File: src/rtl/fetch_ctrl_pkg.sv
// fetch_pkg: shared widths, FSM states and queue entry type
// for the instruction-fetch sequencer.
package fetch_pkg;

  localparam int ADDR_W = 8;
  localparam int INST_W = 32;

  localparam logic [ADDR_W-1:0] RESET_PC = 8'h00;
  localparam logic [ADDR_W-1:0] PC_STEP  = 8'd4;

  typedef enum logic {
    IDLE = 1'b0,
    RUN  = 1'b1
  } state_t;

  typedef struct packed {
    logic [ADDR_W-1:0] pc;
    logic [INST_W-1:0] inst;
  } fetch_entry_t;

endpackage

File: src/rtl/fetch_ctrl_if.sv
// fetch_if: ROM read bus plus the fetch-to-decode
// valid/ready handshake.
interface fetch_if;
  import fetch_pkg::*;

  logic [ADDR_W-1:0] rom_addy;
  logic [INST_W-1:0] rom_inst;
  logic              if_valid;
  logic [INST_W-1:0] if_inst;
  logic [ADDR_W-1:0] if_pc;
  logic              id_ready;

  modport master (
    output rom_addy,
    input  rom_inst,
    output if_valid,
    output if_inst,
    output if_pc,
    input  id_ready
  );

  modport slave (
    input  rom_addy,
    output rom_inst,
    input  if_valid,
    input  if_inst,
    input  if_pc,
    output id_ready
  );

endinterface

File: src/rtl/fetch_ctrl_buf.sv
// fetch_buf: 2-entry FIFO of {pc, inst} between the ROM
// capture point and decode; flush drops all entries.
module fetch_buf
  import fetch_pkg::*;
(
  input  logic         clk,
  input  logic         rst_n,
  input  logic         push,
  input  logic         pop,
  input  logic         flush,
  input  fetch_entry_t wdata,
  output logic [1:0]   count,
  output fetch_entry_t head
);

  fetch_entry_t r_mem [2];
  logic         r_wp;
  logic         r_rp;
  logic [1:0]   r_cnt;

  logic w_push;
  logic w_pop;

  assign w_pop  = pop && (r_cnt != 2'd0);
  assign w_push = push && ((r_cnt != 2'd2) || w_pop);

  assign count = r_cnt;
  assign head  = r_mem[r_rp];

  // pointer/count update; flush wins over push and pop
  always_ff @(posedge clk or negedge rst_n) begin
    if (!rst_n) begin
      for (int i = 0; i < 2; i++) begin
        r_mem[i] <= '0;
      end
      r_wp  <= 1'b0;
      r_rp  <= 1'b0;
      r_cnt <= 2'd0;
    end else if (flush) begin
      r_wp  <= 1'b0;
      r_rp  <= 1'b0;
      r_cnt <= 2'd0;
    end else begin
      if (w_push) begin
        r_mem[r_wp] <= wdata;
        r_wp        <= ~r_wp;
      end
      if (w_pop) begin
        r_rp <= ~r_rp;
      end
      r_cnt <= r_cnt + {1'b0, w_push} - {1'b0, w_pop};
    end
  end

endmodule

File: src/rtl/fetch_ctrl.sv
// fetch_ctrl: owns the PC, issues ROM reads under a 2-slot
// credit, captures words one cycle later, handles redirects.
module fetch_ctrl
  import fetch_pkg::*;
#(
  parameter logic [ADDR_W-1:0] P_RESET_PC = RESET_PC
) (
  input  logic              clk,
  input  logic              rst_n,
  input  logic              fetch_en,
  input  logic              redirect_valid,
  input  logic [ADDR_W-1:0] redirect_pc,
  output logic              if_state,
  fetch_if.master           bus
);

  state_t            r_state;
  state_t            w_state_nxt;
  logic [ADDR_W-1:0] r_fetch_pc;
  logic [ADDR_W-1:0] r_inflight_pc;
  logic              r_in_flight;

  logic              w_pop;
  logic              w_push;
  logic              w_issue;
  logic [2:0]        w_credit;
  logic [1:0]        w_count;
  fetch_entry_t      w_head;
  fetch_entry_t      w_wdata;

  assign w_pop   = bus.if_valid && bus.id_ready;
  assign w_push  = r_in_flight && !redirect_valid;
  assign w_wdata = {r_inflight_pc, bus.rom_inst};

  // slots already claimed after this edge's transfer
  assign w_credit = {1'b0, w_count}
                  + {2'b00, r_in_flight}
                  - {2'b00, w_pop};

  // state register
  always_ff @(posedge clk or negedge rst_n) begin
    if (!rst_n) begin
      r_state <= IDLE;
    end else begin
      r_state <= w_state_nxt;
    end
  end

  // next state and issue decision; issue follows the
  // state being entered so the first read goes out at
  // the same edge that leaves IDLE
  always_comb begin
    w_state_nxt = r_state;
    w_issue     = 1'b0;
    case (r_state)
      IDLE: if (fetch_en) w_state_nxt = RUN;
      RUN:  if (!fetch_en) w_state_nxt = IDLE;
      default: w_state_nxt = IDLE;
    endcase
    w_issue = (w_state_nxt == RUN)
           && !redirect_valid
           && (w_credit < 3'd2);
  end

  // pc, in-flight tracking; redirect has priority
  always_ff @(posedge clk or negedge rst_n) begin
    if (!rst_n) begin
      r_fetch_pc    <= P_RESET_PC;
      r_inflight_pc <= '0;
      r_in_flight   <= 1'b0;
    end else if (redirect_valid) begin
      r_fetch_pc  <= {redirect_pc[ADDR_W-1:2], 2'b00};
      r_in_flight <= 1'b0;
    end else if (w_issue) begin
      r_in_flight   <= 1'b1;
      r_inflight_pc <= r_fetch_pc;
      r_fetch_pc    <= r_fetch_pc + PC_STEP;
    end else begin
      r_in_flight <= 1'b0;
    end
  end

  fetch_buf u_buf (
    .clk   (clk),
    .rst_n (rst_n),
    .push  (w_push),
    .pop   (w_pop),
    .flush (redirect_valid),
    .wdata (w_wdata),
    .count (w_count),
    .head  (w_head)
  );

  assign bus.rom_addy = r_fetch_pc;
  assign bus.if_valid = (w_count != 2'd0);
  assign bus.if_inst  = w_head.inst;
  assign bus.if_pc    = w_head.pc;
  assign if_state     = (r_state == RUN);

endmodule

File: src/flat_wrapper.sv
// flat-port wrapper written by rule: the top's interface ports become plain ports
module fetch_ctrl_flat import fetch_pkg::*;
#(
  parameter logic [ADDR_W-1:0] P_RESET_PC = RESET_PC
)
  (clk, rst_n, fetch_en, redirect_valid, redirect_pc, if_state, bus_rom_addy, bus_rom_inst, bus_if_valid, bus_if_inst, bus_if_pc, bus_id_ready);
  fetch_if bus_i ();
  input  logic clk;
  input  logic rst_n;
  input  logic fetch_en;
  input  logic redirect_valid;
  input  logic [ADDR_W-1:0] redirect_pc;
  output logic if_state;
  output wire logic [$bits(bus_i.rom_addy)-1:0] bus_rom_addy;
  input wire logic [$bits(bus_i.rom_inst)-1:0] bus_rom_inst;
  output wire logic [$bits(bus_i.if_valid)-1:0] bus_if_valid;
  output wire logic [$bits(bus_i.if_inst)-1:0] bus_if_inst;
  output wire logic [$bits(bus_i.if_pc)-1:0] bus_if_pc;
  input wire logic [$bits(bus_i.id_ready)-1:0] bus_id_ready;
  assign bus_rom_addy = bus_i.rom_addy;
  assign bus_i.rom_inst = bus_rom_inst;
  assign bus_if_valid = bus_i.if_valid;
  assign bus_if_inst = bus_i.if_inst;
  assign bus_if_pc = bus_i.if_pc;
  assign bus_i.id_ready = bus_id_ready;
  fetch_ctrl #(.P_RESET_PC(P_RESET_PC)) u_core (.clk(clk), .rst_n(rst_n), .fetch_en(fetch_en), .redirect_valid(redirect_valid), .redirect_pc(redirect_pc), .if_state(if_state), .bus(bus_i));
endmodule
File: config.mk
export PLATFORM = sky130hd
export DESIGN_NAME = fetch_ctrl_flat
export DESIGN_NICKNAME = d
export VERILOG_FILES = /design/src/rtl/fetch_ctrl_pkg.sv /design/src/rtl/fetch_ctrl_if.sv /design/src/rtl/fetch_ctrl_buf.sv /design/src/rtl/fetch_ctrl.sv /design/src/flat_wrapper.sv
export SDC_FILE = /design/constraint.sdc
export NUM_CORES = 1
export LEC_CHECK = 0
export BUFFER_PORTS_ARGS = -buffer_cell sky130_fd_sc_hd__buf_2
export CORE_ASPECT_RATIO = 0.5
export CORE_UTILIZATION = 56
export DETAILED_ROUTE_END_ITERATION = 8
export PLACE_DENSITY_LB_ADDON = 0.2
export SLEW_MARGIN = 25
export SYNTH_ARGS = -nofsm -noshare
export SYNTH_HDL_FRONTEND = slang
export SYNTH_SLANG_ARGS = --single-unit
File: constraint.sdc
create_clock -name clk -period 4.65 [get_ports clk]
set_input_delay 0.6975 -clock clk [delete_from_list [all_inputs] [get_ports clk]]
set_output_delay 0.6975 -clock clk [all_outputs]
set_load 0.01 [all_outputs]
**Yosys cells after proc, flatten, opt, wreduce, memory -nomap -nowiden**

Cells that the tools add are included.

- Magnitude comparators: 4
- Bitwise gates (word level): 5
- Equality and inequality tests: 1
- Mux-type cells: 16
- Reductions and logical operators: 15
- $add $sub $neg: 5

Operators with widths:

| operator | number |
|---|---|
| $mux W40 | 4 |
| $bwmux W80 | 1 |
| $demux W40 S1 | 1 |
| $mux W8 | 2 |
| $add A8 B3 Y8 const B | 1 |
| $reduce_bool A2 Y1 | 4 |
| $logic_and A1 B1 Y1 | 7 |
| $mux W1 | 7 |
| $ge A2 B2 Y1 const B | 2 |
| $not A1 Y2 | 2 |
| $reduce_and A2 Y1 | 2 |
| $add A2 B1 Y3 | 1 |
| $lt A3 B2 Y1 const B | 1 |
| $not A1 Y1 | 3 |
| $sub A3 B1 Y3 | 1 |
| $add A2 B1 Y2 | 1 |
| $lt A2 B1 Y1 const B | 1 |
| $mux W2 | 1 |
| $ne A2 B2 Y1 const B | 1 |
| $sub A2 B1 Y2 | 1 |
| $logic_not A1 Y1 | 1 |
| $logic_or A1 B1 Y1 | 1 |

- Logic and storage cells: 57
- Bits in registers: 102
- Output and inout port bits: 50

**Logic depth before layout (Yosys ltp)**

Gate-level depths: netlist of run 1.

- Depth in word-level cells: 8
- Gate-level depth with buffers: 10
- Depth with buffers taken out: 10

**By module**

Synthesis of run 1 repeated with hierarchy kept, for this count alone.

- Cell total of the unflattened synthesis: 310
- Area, all modules: 4,584.4 µm²

By module, submodules not included:

| module | instances | area each (µm²) | cells an instance |
|---|---|---|---|
| fetch_buf | 1 | 3,861.2 | 236 |
| fetch_ctrl | 1 | 723.2 | 74 |

**Worst setup path after synthesis of run 1**

Ideal clock, no wire load.

- Kind: register to register
- From: register u_core.u_buf.r_cnt[1] (netlist: u_core.u_buf.count[1])
- To: register u_core.r_fetch_pc[3] (netlist: u_core.bus.rom_addy[3])
- Setup slack: 1.813 ns
- Cell stages (with the launch flop): 10
- Setup time: 0.120 ns
- Path buffers: 1
- Data required time: 4.530 ns
- Data arrival time: 2.717 ns
- Path through: dfrtp_1 > or2_2 > and2_1 > ha_1 > nand2b_1 > fa_1 > xor2_1 > or3_4 > buf_6 > a31o_2

- Word-level cells in the longest chain between the ends: 6
- Elaborated cells on any way between the ends: 7
- Classes of those cells: add/sub: 2; order compare: 1; reduce/logical: 4

Ends and longest elaborated chain:

| element | RTL line | RTL |
|---|---|---|
| from (decl) | fetch_ctrl_buf.sv:19 | `logic [1:0] r_cnt;` |
| from (signal assigned) | fetch_ctrl_buf.sv:51 | `r_cnt <= r_cnt + {1'b0, w_push} - {1'b0, w_pop};` |
| $reduce_bool A2 Y1 | fetch_ctrl.sv:95 | `assign bus.if_valid = (w_count != 2'd0);` |
| via bus_if_valid | flat_wrapper.sv:16 | `output wire logic [$bits(bus_i.if_valid)-1:0] bus_if_valid;` |
| $logic_and A1 B1 Y1 | fetch_ctrl.sv:31 | `assign w_pop = bus.if_valid && bus.id_ready;` |
| $sub A3 B1 Y3 | fetch_ctrl.sv:38 | `- {2'b00, w_pop};` |
| $lt A3 B2 Y1 | fetch_ctrl.sv:62 | `&& (w_credit < 3'd2);` |
| $logic_and A1 B1 Y1 | fetch_ctrl.sv:62 |  |
| $reduce_bool A2 Y1 (no line) | n/a |  |
| to (signal assigned) | fetch_ctrl.sv:72 | `r_fetch_pc <= {redirect_pc[ADDR_W-1:2], 2'b00};` |
| to (signal assigned) | fetch_ctrl.sv:77 | `r_fetch_pc <= r_fetch_pc + PC_STEP;` |
| to (decl) | fetch_ctrl.sv:19 | `logic [ADDR_W-1:0] r_fetch_pc;` |

The timed path passes the listed nets, and every way through them passes these cells.
A chain may end at the register's enable or synchronous reset.

**Final worst setup path of run 1**

- From: register u_core.u_buf.r_cnt[1] (netlist: u_core.u_buf.count[1])
- To: register u_core.r_fetch_pc[7] (netlist: u_core.bus.rom_addy[7])

- Word-level cells in the longest chain between the ends: 6
- Elaborated cells on any way between the ends: 7
- Classes of those cells: add/sub: 2; order compare: 1; reduce/logical: 4

Ends and longest elaborated chain:

| element | RTL line |
|---|---|
| branches (longest 2 deep; another with $add A2 B1 Y3) | n/a |
| $sub A3 B1 Y3 * | fetch_ctrl.sv:38 |
| $lt A3 B2 Y1 * | fetch_ctrl.sv:62 |
| $logic_and A1 B1 Y1 * | fetch_ctrl.sv:62 |
| $reduce_bool A2 Y1 (no line) * | n/a |

Mark *: on every way between the ends.

==> metrics.md, run 1 <==
| Metric | Value |
|---|---|
| Maximum buffer depth of the clock tree | `2` |
| CP Capture Type | `flip-flop` |
| Clock buffer count from CTS | `9` |
| Hold_buf cts | `0` |
| Fmax | `329 MHz` |
| #FFs+latches synth | `94` |
| Placed Cells incl. Taps | `467` |
| RSZ-0062 raised after global routing | `false` |
| Reg2reg setup slack | `1.61 ns` |
| Worst Path Required | `4.93 ns` |
| Sequential-to-total area share from yosys stat | `0.545` |
| Die W | `126 um` |
| RR Startpoint | `u_core.u_buf.count[1]` |
| Buffers added on ports | `88` |
| Ys async rst share | `1.00` |
| # Max-Cap Violations | `0` |
| Largest net degree at the start of global routing | `50` |
| Worst skew pair latency | `0.34 ns` |
| Period utilisation layout | `0.654` |
| Drt total wl | `7610 um` |
| Synth Instances | `297` |
| Nets | `432` |
| First-pass GRT wire length | `13100 um` |
| Clock Sinks | `94` |
| Worst R2R End | `u_core.bus.rom_addy[7]` |
| Starting Density | `0.585` |
| Run status | `complete, no violations` |
| Worst R2R Path Depth | `9` |
| # IOs | `95` |
| Grt total ovfl | `0` |
| CTS tree | `done` |
| Critical Path Fanout Max | `12` |
| Worst rel slew slack | `0.355` |
| Vias in the first global route | `2755` |
| Hold Path Class | `in2async` |
| Placement Rows | `22` |
| Worst-path clk slew | `0.06 ns` |
| Area delta synth->final | `17.1%` |
| Drt first pass iters | `4` |
| CP peak stage delay | `0.50 ns` |
| Clock power frac | `0.203` |
| WP buf/inv | `0` |
| Sw frac | `0.324` |
| Net switching power | `1100 uW` |
| Fin cells | `483` |
| P_int | `2290 uW` |
| DR iter-0 viols | `91` |
| Die area | `0.00808 mm2` |
| Setup-failing EPs final | `0` |
| Fin area | `0.00505 mm2` |
| Yosys cell types | `35` |
| Fin Setup TNS | `0 ns` |
| Number of synthesized flops with an enable pin | `0` |
| DR vias/cell | `5.32` |
| Hold_ws | `0.356 ns` |
| Crit path time final | `3.04 ns` |
| Critical path cell sequence | `or2_2 > and2_1 > ha_1 > nand2b_1 > fa_1 > xor2_1 > or3_4 > nor4_1 > a221o_1` |
| Post-cts resize count | `0` |
| DRT antenna net count | `0` |
| Max VDD drop | `0.392 mV` |
| Ys Warns | `0` |
| Postcts setup bufs | `0` |
| Worst Tran Pin Value | `0.967 ns` |
| Pwr Total | `3390 uW` |
| Setup CP Type | `reg2reg` |
| # DRC | `0` |
| RePlAce Congestion | `0.801` |
| Critical-path top delay cell | `or3_4` |
| Comb power frac | `0.378` |
| PD cells | `672 mW/mm2` |
| DPL Wire Length | `4970 um` |
| Slew Limit Fails | `0` |
| Vias | `2569` |
| Fraction of layout cells with a size suffix above 1 | `0.545` |
| Die height | `64.1 um` |
| GR Util All Layers | `0.214` |
| H-tree depth | `3` |
| Fillers | `530` |
| CP Launch Type | `flip-flop` |
| Family with the most delay on the worst path | `simple AND/OR/NAND/NOR gates` |
| Crit path DAT | `3.32 ns` |
| Final hold vios | `0` |
| Synth Area per Inst | `14.5 um2` |
| Top FF cell, synth | `dfrtp_1` |
| Worst Skew | `0.00496 ns` |
| Sequential Power Share | `0.419` |
| WL/cell | `15.7 um` |
| Clk root buf | `clkbuf_16` |
| Leak | `0.00253 uW` |
| Diodes inserted | `0` |
| Synth Cell Area | `0.00431 mm2` |
| Core Region | `0.00738 mm2` |
| Placed inst area | `0.00476 mm2` |
| Initial antenna violation count | `0` |
cells by family (layout without fill, tap and decap cells):
| logic type | after synthesis | after routing | share of synthesized area |
|---|---|---|---|
| muxes | 114 | 114 | 0.315 |
| DFF | 94 | 94 | 0.545 |
| and+or+nand+nor | 41 | 41 | 0.0432 |
| buffers and inverters | 24 | 111 | 0.0389 |
| AOI/OAI and AO/OA | 13 | 13 | 0.0302 |
| adders and majority gates | 5 | 5 | 0.0162 |
| xor gates and xnor gates | 5 | 5 | 0.0102 |
| other | 1 | 4 | 0.000869 |
layer usage:
layer / track usage / part of all wire / vias up
met5: 0 / 0 / -
met4: 0.0768 / 0.013 / 0
met3: 0.0687 / 0.042 / 8
met2: 0.369 / 0.49 / 66
met1: 0.254 / 0.45 / 1286
li1: - / - / 1209
Yosys cell counts (2+ instances only):
| master | number | area (um2) |
|---|---|---|
| buf_4 | 5 | 37.5 |
| nor2_1 | 5 | 18.8 |
| xor2_1 | 2 | 17.5 |
| o311ai_0 | 3 | 26.3 |
| clkbuf_1 | 3 | 11.3 |
| mux2_4 | 20 | 300 |
| inv_1 | 5 | 18.8 |
| mux2_2 | 74 | 833 |
| nand3_1 | 3 | 15.0 |
| nand2_1 | 25 | 93.8 |
| xnor2_1 | 3 | 26.3 |
| mux2_1 | 20 | 225 |
| buf_2 | 3 | 15.0 |
| dfrtp_1 | 94 | 2350 |
| o311ai_2 | 3 | 48.8 |
| ha_1 | 4 | 50.1 |
| buf_6 | 7 | 78.8 |
stage by stage:
step                      worst slack [ns]  utilization
after global routing                  1.43        0.684
after floorplan                       1.81            -
after detailed placement              1.60        0.646
final                                 1.61        0.684
after CTS                             1.58        0.684
after global placement                1.69        0.645
final cells by class:
| type | instances | area [um2] | area share |
|---|---|---|---|
| flip-flops and latches | 94 | 2350 | 0.466 |
| repair buffers | 89 | 450 | 0.0892 |
| inverters | 6 | 25.0 | 0.00496 |
| clock inverters | 6 | 47.5 | 0.00942 |
| clock buffers | 10 | 239 | 0.0473 |
| multi-input cells | 182 | 1810 | 0.359 |
| well taps | 96 | 120 | 0.0238 |
flip-flops by register name, indices dropped and copies added, names as in the netlist:
register / count
u_core.bus.rom_addy: 6
u_core.if_state: 1
u_core.r_in_flight: 1
u_core.r_inflight_pc: 6
u_core.u_buf.count: 2
u_core.u_buf.r_mem: 76
u_core.u_buf.r_rp: 1
u_core.u_buf.r_wp: 1
layout by cell type (no fill, tap or decap), drive strengths merged:
master / Yosys / layout
or3b: 1 / 1
or2: 1 / 1
a31o: 1 / 1
mux2: 114 / 114
clkinv: 0 / 5
a221o: 1 / 1
clkbuf: 3 / 10
nand3: 3 / 3
a22o: 1 / 1
fa: 1 / 1
nor4: 1 / 1
and2: 1 / 1
nor2: 5 / 5
nand2: 25 / 25
buf: 15 / 89
nor2b: 1 / 1
or3: 1 / 1
clkinvlp: 0 / 1
xor2: 2 / 2
xnor2: 3 / 3
inv: 6 / 6
ha: 4 / 4
o311ai: 6 / 6
conb: 1 / 4
a211oi: 1 / 1
a21oi: 1 / 1
and2b: 1 / 1
o21ai: 2 / 2
nand2b: 1 / 1
dfrtp: 94 / 94
how the worst max path moves through the flow:
stage,slack (ns),start,to,depth (start not counted)
3_5_place_dp,1.60,bus_id_ready,u_core.bus.rom_addy[3],10
4_1_cts,1.58,u_core.u_buf.count[1],u_core.bus.rom_addy[7],9
2_1_floorplan,1.81,u_core.u_buf.count[1],u_core.bus.rom_addy[3],9
5_1_grt,1.43,u_core.u_buf.count[1],u_core.bus.rom_addy[7],9
3_3_place_gp,1.69,bus_id_ready,u_core.bus.rom_addy[7],9
6_report,1.61,u_core.u_buf.count[1],u_core.bus.rom_addy[7],9
power by group through the flow:
stage	combinational [uW]	sequential [uW]	clock (uW)
finish	1280	1420	688
global route	1410	1480	742
CTS	1310	1430	708
detailed placement	1300	1440	0
global placement	1260	1400	0
floorplan	997	1330	0
Power figures use the tool's default switching activity.
==> run 2: changes to the inputs <==
--- a/config.mk
+++ b/config.mk
@@ -7,7 +7,7 @@
 export LEC_CHECK = 0
 export BUFFER_PORTS_ARGS = -buffer_cell sky130_fd_sc_hd__buf_2
 export CORE_ASPECT_RATIO = 0.5
-export CORE_UTILIZATION = 56
+export CORE_UTILIZATION = 54
 export DETAILED_ROUTE_END_ITERATION = 8
 export PLACE_DENSITY_LB_ADDON = 0.2
 export SLEW_MARGIN = 25
==> constraint.sdc (replaced) <==
create_clock -name clk -period 3 [get_ports clk]
set_input_delay 0.45 -clock clk [delete_from_list [all_inputs] [get_ports clk]]
set_output_delay 0.45 -clock clk [all_outputs]
set_load 0.01 [all_outputs]
==> run 2 against run 1 <==
Critical path depth stayed put. Critical path type unchanged. Global-route usage is 0.22 points lower. Register-to-register slack worse by 1.5 ns. Die area is 3.6% higher. Clock skew is 0.0029 ns higher. Final cell count is 3.9% higher. Clock power is 61% higher. Routed wire length is 3.9% higher. Via count is 2.3% higher.
==> metrics.md, run 2 (synthesis gave the netlist of run 1 again) <==
| Metric | Value |
|---|---|
| Run status | `complete, no violations` |
| Fraction of layout cells with a size suffix above 1 | `0.561` |
| DR iter-0 viols | `95` |
| Reg2reg setup slack | `0.11 ns` |
| Vias in the first global route | `2856` |
| Most frequent cells in the layout | `dfrtp_1, buf_2, mux2_2` |
| Placed inst area | `0.00483 mm2` |
| DPL Wire Length | `5270 um` |
| CP Launch Type | `flip-flop` |
| Area delta synth->final | `20.2%` |
| Starting Density | `0.574` |
| Leak | `0.00257 uW` |
| Fmax | `346 MHz` |
| Clock Sinks | `94` |
| Slew Limit Fails | `0` |
| Fin area | `0.00518 mm2` |
| Die height | `65.2 um` |
| Worst R2R Path Depth | `9` |
| Net switching power | `1730 uW` |
| Initial antenna violation count | `0` |
| WL/cell | `15.7 um` |
| CP Capture Type | `flip-flop` |
| Sequential Power Share | `0.392` |
| Number of flip-flops in the largest register | `76` |
| Commonest non-fill, non-tap cell in the layout | `dfrtp_1` |
| P_int | `3680 uW` |
| Vias | `2627` |
| Sw frac | `0.320` |
| DR vias/cell | `5.23` |
| PD cells | `1040 mW/mm2` |
| GR Util All Layers | `0.211` |
| RR Startpoint | `u_core.u_buf.count[0]` |
| Critical Path Fanout Max | `6` |
| Comb power frac | `0.403` |
| Setup-failing EPs final | `0` |
| Grt total ovfl | `0` |
| Die area | `0.00837 mm2` |
| Worst Skew | `0.00788 ns` |
| Largest net degree at the start of global routing | `62` |
| Worst Tran Pin Value | `0.538 ns` |
| DRT antenna net count | `0` |
| Diodes inserted | `0` |
| Worst Path Required | `3.24 ns` |
| Max VDD drop | `0.582 mV` |
| Pre-CTS setup slack | `0.0806 ns` |
| Nets | `439` |
| Maximum buffer depth of the clock tree | `2` |
| Period utilisation layout | `0.963` |
| CTS tree | `done` |
| Drt first pass iters | `4` |
| Drt total wl | `7910 um` |
| Clock buffer count from CTS | `9` |
| H-tree depth | `3` |
| Hold Path Class | `in2async` |
| Worst skew pair latency | `0.35 ns` |
| Core Region | `0.00751 mm2` |
| # DRC | `0` |
| Buffers added on ports | `88` |
| Top reg by flops | `u_core.u_buf.r_mem` |
| RSZ-0062 raised after global routing | `false` |
| Pwr Total | `5410 uW` |
| Clock power frac | `0.205` |
| PnR worst setup slack | `0.112 ns` |
| # IOs | `95` |
| Worst rel slew slack | `0.637` |
| Worst-path clk slew | `0.06 ns` |
| Fin Setup TNS | `0 ns` |
| First-pass GRT wire length | `13200 um` |
| Hold_buf cts | `0` |
| Die W | `128 um` |
| Worst R2R End | `u_core.bus.rom_addy[5]` |
| Placement Rows | `22` |
| Crit path time final | `2.89 ns` |
| Fillers | `558` |
| # Max-Cap Violations | `0` |
| Clk root buf | `clkbuf_16` |
| RePlAce Congestion | `0.819` |
| Crit path DAT | `3.13 ns` |
| Setup CP Type | `reg2reg` |
| Final hold vios | `0` |
[run 2: cell type report]
class,instances,area [um2],share of cell area
multi-input cells,183,1840,0.356
inverters,6,27.5,0.00531
well taps,108,135,0.0261
clock buffers,10,229,0.0442
repair buffers,95,533,0.103
clock inverters,6,62.6,0.0121
flip-flops and latches,94,2350,0.454
[run 2: critical path, cell delays in order, from the launching register on]
cell and delay [ns]:
dfrtp_1 0.41, or2_2 0.32, and2_4 0.18, ha_1 0.26
nand2b_1 0.15, fa_1 0.41, xor2_2 0.22, or3_4 0.43
buf_12 0.16, o311ai_2 0.25
[run 2: worst max path at each step]
stage                                from  slack (ns)                     end  cells past startpoint
floorplan           u_core.u_buf.count[1]        0.16  u_core.bus.rom_addy[3]                      9
global placement    u_core.u_buf.count[0]        0.14  u_core.bus.rom_addy[7]                      9
detailed placement  u_core.u_buf.count[0]        0.08  u_core.bus.rom_addy[7]                      9
CTS                 u_core.u_buf.count[0]        0.05  u_core.bus.rom_addy[7]                      9
global route        u_core.u_buf.count[0]        0.02  u_core.bus.rom_addy[5]                      9
finish              u_core.u_buf.count[0]        0.11  u_core.bus.rom_addy[5]                      9
[run 2: what timing repair did]
action	in CTS	in global routing
gates resized for setup	0	6
buffers inserted	0	2
endpoints found under the hold margin	0	0
endpoints found under the setup margin	0	3
[run 2: metrics by stage]
stage / std cells / util / hold WS, ns
after CTS: 499 / 0.681 / 0.0533
final: 502 / 0.690 / 0.0389
after global routing: 502 / 0.690 / 0.0678
after global placement: 483 / 0.642 / 0.412
after detailed placement: 483 / 0.642 / 0.427
after floorplan: 300 / - / 0.154
[run 2: metal layers]
| layer | part of all wire | GRT usage | vias to the layer above |
|---|---|---|---|
| li1 | - | - | 1217 |
| met1 | 0.44 | 0.255 | 1323 |
| met2 | 0.50 | 0.357 | 76 |
| met3 | 0.048 | 0.0627 | 11 |
| met4 | 0.015 | 0.0941 | 0 |
| met5 | 0 | 0 | - |
[run 2: power by group through the flow]
stage	clock, uW	combinational, uW	sequential (uW)
final	1110	2180	2120
after global routing	1190	2390	2190
after CTS	1150	2120	2120
after global placement	0	2050	2090
after floorplan	0	1550	2060
after detailed placement	0	2110	2140
